==> src/rtl/thr_alarm_pkg.sv <==
// thr_alarm_pkg: shared types and constants for the threshold alarm block.
//   state_t  - alarm FSM states (IDLE, ARMING, ALARM, CLEARING)
//   cmp_t    - one-hot comparison result {G, E, L}
//   EVT_SAT  - saturation value of the alarm event counter
package thr_alarm_pkg;

    typedef enum logic [1:0] {
        IDLE,
        ARMING,
        ALARM,
        CLEARING
    } state_t;

    typedef enum logic [2:0] {
        CMP_G = 3'b100,
        CMP_E = 3'b010,
        CMP_L = 3'b001
    } cmp_t;

    localparam logic [7:0] EVT_SAT = 8'hFF;

endpackage

==> src/rtl/thr_alarm_fsm_mag_cmp4.sv <==
// mag_cmp4: combinational unsigned 4-bit magnitude comparator.
// Ports:
//   a    in  4  sample
//   b    in  4  threshold
//   cmp  out 3  one-hot result using the cmp_t encoding (CMP_G/CMP_E/CMP_L)
module mag_cmp4
    import thr_alarm_pkg::*;
(
    input  logic [3:0] a,
    input  logic [3:0] b,
    output logic [2:0] cmp
);

    always_comb begin
        cmp = CMP_E;
        if (a > b)
            cmp = CMP_G;
        else if (a < b)
            cmp = CMP_L;
    end

endmodule

==> src/rtl/thr_alarm_fsm.sv <==
// thr_alarm_fsm: sequential threshold alarm with sample-count hysteresis.
// The alarm sets after N_CONSEC consecutive samples above the threshold and
// clears after N_CONSEC consecutive samples below it; equal samples hold.
// Parameters:
//   N_CONSEC  qualifying samples needed to set/clear (1..15)
//   THR_RST   threshold value after reset
// Ports:
//   clk, rst          clock, asynchronous active-high reset
//   in_valid, in_data sample strobe and 4-bit unsigned sample
//   thr_load, thr_data threshold update strobe and value
//   alarm             registered alarm level
//   alarm_set/clr     one-cycle pulses on alarm assert/deassert
//   run_cnt           current consecutive-sample count
//   event_cnt         saturating count of alarm_set pulses
//   thr               current threshold
// Build option:
//   THR_ALARM_STICKY_EN  when defined, the alarm latches until reset.
module thr_alarm_fsm
    import thr_alarm_pkg::*;
#(
    parameter int unsigned N_CONSEC = 3,
    parameter logic [3:0]  THR_RST  = 4'd8
) (
    input  logic       clk,
    input  logic       rst,
    input  logic       in_valid,
    input  logic [3:0] in_data,
    input  logic       thr_load,
    input  logic [3:0] thr_data,
    output logic       alarm,
    output logic       alarm_set,
    output logic       alarm_clr,
    output logic [3:0] run_cnt,
    output logic [7:0] event_cnt,
    output logic [3:0] thr
);

    localparam logic [3:0] N_RUN = 4'(N_CONSEC);

    state_t     state;
    logic [2:0] cmp_res;
    logic       is_g;
    logic       is_l;
    logic [3:0] run_inc;
    logic [7:0] evt_next;

    // Compares against the registered threshold, so a same-cycle load
    // only affects later samples.
    mag_cmp4 u_cmp (
        .a   (in_data),
        .b   (thr),
        .cmp (cmp_res)
    );

    always_comb begin
        is_g     = (cmp_res == CMP_G);
        is_l     = (cmp_res == CMP_L);
        run_inc  = run_cnt + 4'd1;
        evt_next = (event_cnt == EVT_SAT) ? event_cnt : event_cnt + 8'd1;
    end

    always_ff @(posedge clk or posedge rst) begin
        if (rst) begin
            state     <= IDLE;
            alarm     <= 1'b0;
            alarm_set <= 1'b0;
            alarm_clr <= 1'b0;
            run_cnt   <= '0;
            event_cnt <= '0;
            thr       <= THR_RST;
        end else begin
            alarm_set <= 1'b0;
            alarm_clr <= 1'b0;

            if (thr_load)
                thr <= thr_data;

            if (in_valid) begin
                case (state)
                    IDLE: begin
                        if (is_g) begin
                            if (N_CONSEC == 1) begin
                                state     <= ALARM;
                                alarm     <= 1'b1;
                                alarm_set <= 1'b1;
                                run_cnt   <= '0;
                                event_cnt <= evt_next;
                            end else begin
                                state   <= ARMING;
                                run_cnt <= 4'd1;
                            end
                        end
                    end
                    ARMING: begin
                        if (is_g) begin
                            if (run_inc == N_RUN) begin
                                state     <= ALARM;
                                alarm     <= 1'b1;
                                alarm_set <= 1'b1;
                                run_cnt   <= '0;
                                event_cnt <= evt_next;
                            end else begin
                                run_cnt <= run_inc;
                            end
                        end else if (is_l) begin
                            state   <= IDLE;
                            run_cnt <= '0;
                        end
                    end
                    ALARM: begin
`ifdef THR_ALARM_STICKY_EN
                        // Latched until reset: low samples are ignored.
                        state <= ALARM;
`else
                        if (is_l) begin
                            if (N_CONSEC == 1) begin
                                state     <= IDLE;
                                alarm     <= 1'b0;
                                alarm_clr <= 1'b1;
                                run_cnt   <= '0;
                            end else begin
                                state   <= CLEARING;
                                run_cnt <= 4'd1;
                            end
                        end
`endif
                    end
                    CLEARING: begin
                        if (is_l) begin
                            if (run_inc == N_RUN) begin
                                state     <= IDLE;
                                alarm     <= 1'b0;
                                alarm_clr <= 1'b1;
                                run_cnt   <= '0;
                            end else begin
                                run_cnt <= run_inc;
                            end
                        end else if (is_g) begin
                            state   <= ALARM;
                            run_cnt <= '0;
                        end
                    end
                    default: begin
                        state   <= IDLE;
                        alarm   <= 1'b0;
                        run_cnt <= '0;
                    end
                endcase
            end
        end
    end

endmodule
==> config.mk <==
export PLATFORM = sky130hd
export DESIGN_NAME = thr_alarm_fsm
export DESIGN_NICKNAME = d
export VERILOG_FILES = /design/src/rtl/thr_alarm_pkg.sv /design/src/rtl/thr_alarm_fsm_mag_cmp4.sv /design/src/rtl/thr_alarm_fsm.sv
export SDC_FILE = /design/constraint.sdc
export NUM_CORES = 1
export LEC_CHECK = 0
export CAP_MARGIN = 20
export CELL_PAD_IN_SITES_DETAIL_PLACEMENT = 1
export CELL_PAD_IN_SITES_GLOBAL_PLACEMENT = 1
export CORE_MARGIN = 4
export CORE_UTILIZATION = 37
export CTS_BUF_LIST = sky130_fd_sc_hd__clkbuf_8 sky130_fd_sc_hd__clkbuf_16
export DETAILED_ROUTE_END_ITERATION = 10
export HOLD_SLACK_MARGIN = 0.08
export PLACE_DENSITY = 0.9
export SKIP_CTS_REPAIR_TIMING = 1
export SLEW_MARGIN = 40
export SYNTH_ARGS = -nofsm -noshare
export SYNTH_HDL_FRONTEND = slang
export SYNTH_HIERARCHICAL = 1
export SYNTH_SLANG_ARGS = --single-unit
==> constraint.sdc <==
create_clock -name clk -period 2.7 [get_ports clk]
set_input_delay 0.54 -clock clk [delete_from_list [all_inputs] [get_ports clk]]
set_output_delay 0.54 -clock clk [all_outputs]
set_load 0.02 [all_outputs]
==> out/metrics.cfg <==
[drt]
via_count=1062
drt_iter0_markers=23
drcViolationCount=0
wl_mm=3.398
dr.pass1.iters=4
vias_per_cell=5.180
routedWlPerCell_um=16.58
ant_nets=0

[final_layout]
antenna_cells=0
syn2layout_area_growth_pct=43.32
fin_cells=205
drive_above_1_share_pct=25.47
finalInstanceArea_um2=1759
nets=181

[synthesis]
syn_nets=135
yosysSeqAreaShare_pct=42.92
ys_types=41
yosys-top-cells-area=dfrtp_1 (41%), ha_1 (7.1%), mux2_2 (5.5%), xnor2_1 (2.9%), inv_1 (2.8%)
dominantRegCellSynth=dfrtp_1
synthArstFlopShare_pct=100.0
synthCells=116
synth_edf_count=0
synth_top_family_by_area=simple AND/OR/NAND/NOR gates
synth_seq_cells=21
synthAdderAreaFrac_pct=7.136
synth-compound-area-share_pct=15.90
synth_most_common_cell=dfrtp_1
synth-simple-area-share_pct=19.88
synthesis.area_um2=1227
synthTopCellsByCount=dfrtp_1 (20), inv_1 (9), nand2_1 (9)
synth_top_area_cell=dfrtp_1
synthMuxAreaShare_pct=6.422
synth_top_area_share_pct=40.77
avgSynthCellArea_um2=10.58
synth_xor_area_share_pct=4.995
yosysWarnings=6

[clock_network]
root_buffer=clkbuf_8
numCtsBuffers=3
clk-insertion-delay-late_ps=270
clock-sinks=21
cts_buffer_depth=2
htree_num_levels=1
cts_tree=done
clk_pin_slew_worst_paths_ps=90

[hold_path]
min_path_cells=1
hp-class=register to register
min_to=alarm$_DFFE_PP0P_
min-delay-start=alarm$_DFFE_PP0P_

[floorplanning]
initial_core_util_pct=39.56
dieArea_um2=4303
ios=31
die_width_um=65.60
fp.dieH_um=65.60
fp-row-count=20
core_um2=3103

[global_routing]
grt_max_degree=22
grt-ovfl-total=0
grt_usage_pct=17.46
grt_pass1_vias=1238
gr-usage-met2_pct=32.36
use_met3_pct=3.590
grt.busiest_layer=met2
grt_pass1_wl_mm=5.733
met1_usage_pct=19.19
grt_antenna_before_repair=0

[sta]
slew_violations=0
tns_ps=0
fin_ws_ps=93.56
final_hold_viol_count=0
post-route-period-util_pct=96.53
final.setup_skew_ps=6.621
period_needed_ps=2606
slew_headroom_pct=68.79
max_freq_mhz=383.7
finalSetupViolations=0
grt_setup_unrepaired=no
worstMarginPinSlew_ps=467.5

[place]
dpl.cell_count=200
gp_congestion=0.8396
placedInstanceArea_um2=1658
place.port_buffers=30
dp_slack_ps=-232.1
hpwl_mm=2.651

[power_and_ir_drop]
internal_power_uw=639.7
powerDensity_nw_per_um2=561.7
p_switching_uw=348.4
p_clk_share_pct=21.8
ir_drop_v=0.0002686
seq_power_share_pct=39.8
p_leak_nw=0.7761
swShare_pct=35.26
p_comb_share_pct=38.4
power_uw=988.1

[run]
cap_violations=0

[worst_setup_path]
path_class=primary input to register
rrSetupSlack_ps=210
cp.arrival_ps=2760
r2r-end=event_cnt[1]$_DFFE_PP0P_
end_kind=register
path_max_fanout=4
ff2ff_path_depth=9
cp.required_ps=2860
r2r-start=thr[3]$_DFFE_PP1P_
start_kind=primary input

[run_status]
outcome=completed

==> worst max-delay path by stage <==
stage	endpoint	slack (ps)	from	depth (start not counted)
global placement	event_cnt[1]$_DFFE_PP0P_	-80	in_data[0]	11
finish	event_cnt[1]$_DFFE_PP0P_	90	in_data[3]	9
global route	run_cnt[2]$_DFFE_PP0P_	4	in_data[0]	13
detailed placement	event_cnt[1]$_DFFE_PP0P_	-230	in_data[3]	9
CTS	event_cnt[1]$_DFFE_PP0P_	40	in_data[3]	9
floorplan	event_cnt[1]$_DFFE_PP0P_	220	thr[3]$_DFFE_PP1P_	9
==> power by group through the flow <==
stage	Combinational, mW	Sequential, mW	Clock (mW)
floorplan	0.155	0.420	0
global placement	0.321	0.393	0
detailed placement	0.348	0.397	0
CTS	0.350	0.391	0.215
global route	0.413	0.401	0.233
finish	0.379	0.394	0.215
==> metal layers <==
layer / vias up / wire length (um)
met1: 531 / 1343
met3: 6 / 120
met4: 0 / 35
met2: 23 / 1898
met5: - / 0
li1: 502 / -
==> state kept, by name (all words and copies together), names as in the netlist <==
name	flops
alarm	1
alarm_clr	1
alarm_set	1
event_cnt	8
run_cnt	4
state	2
thr	4
==> worst max-delay path: stages <==
cell and delay (ps):
clkdlybuf4s50_1 410, ha_1 350, a21oi_2 220, a31oi_1 150
and3b_1 280, nand2_2 90, a31o_2 240, nor2_2 120
mux2_2 350
==> metrics by stage <==
| step | hold WS [ps] | utilization [%] |
|---|---|---|
| 3_5_place_dp | 478.3 | 53.43 |
| 4_1_cts | 497.4 | 54.92 |
| 2_1_floorplan | 515.8 | - |
| 6_report | 494.2 | 56.69 |
| 3_3_place_gp | 466.6 | 53.43 |
| 5_1_grt | 534.0 | 56.69 |
==> cell usage in the layout (no fill, tap or decap), types with 4 or more instances in the layout <==
cell type / instances
dfrtp_1: 20
clkdlybuf4s50_1: 30
mux2_2: 6
a21oi_1: 4
nand2_1: 8
inv_1: 8
ha_1: 7
buf_4: 11
nor2_1: 5
==> logic make-up after synthesis <==
kind of cell / after synthesis
compound gates: 24
xor+xnor: 7
fa+ha+maj: 7
buf+inv: 9
flops: 21
mux: 7
simple gates: 41
==> layout make-up <==
cell class              instances  area, um2
clock inverters                 1      5.005
repair buffers                 41      382.9
well taps                      44      55.05
inverters                       9      33.78
flip-flops and latches         21      526.8
clock buffers                   3      41.29
multi-input cells              86      714.4
fillers                       358       1344
Note: power is estimated with default switching activity, not from simulation.
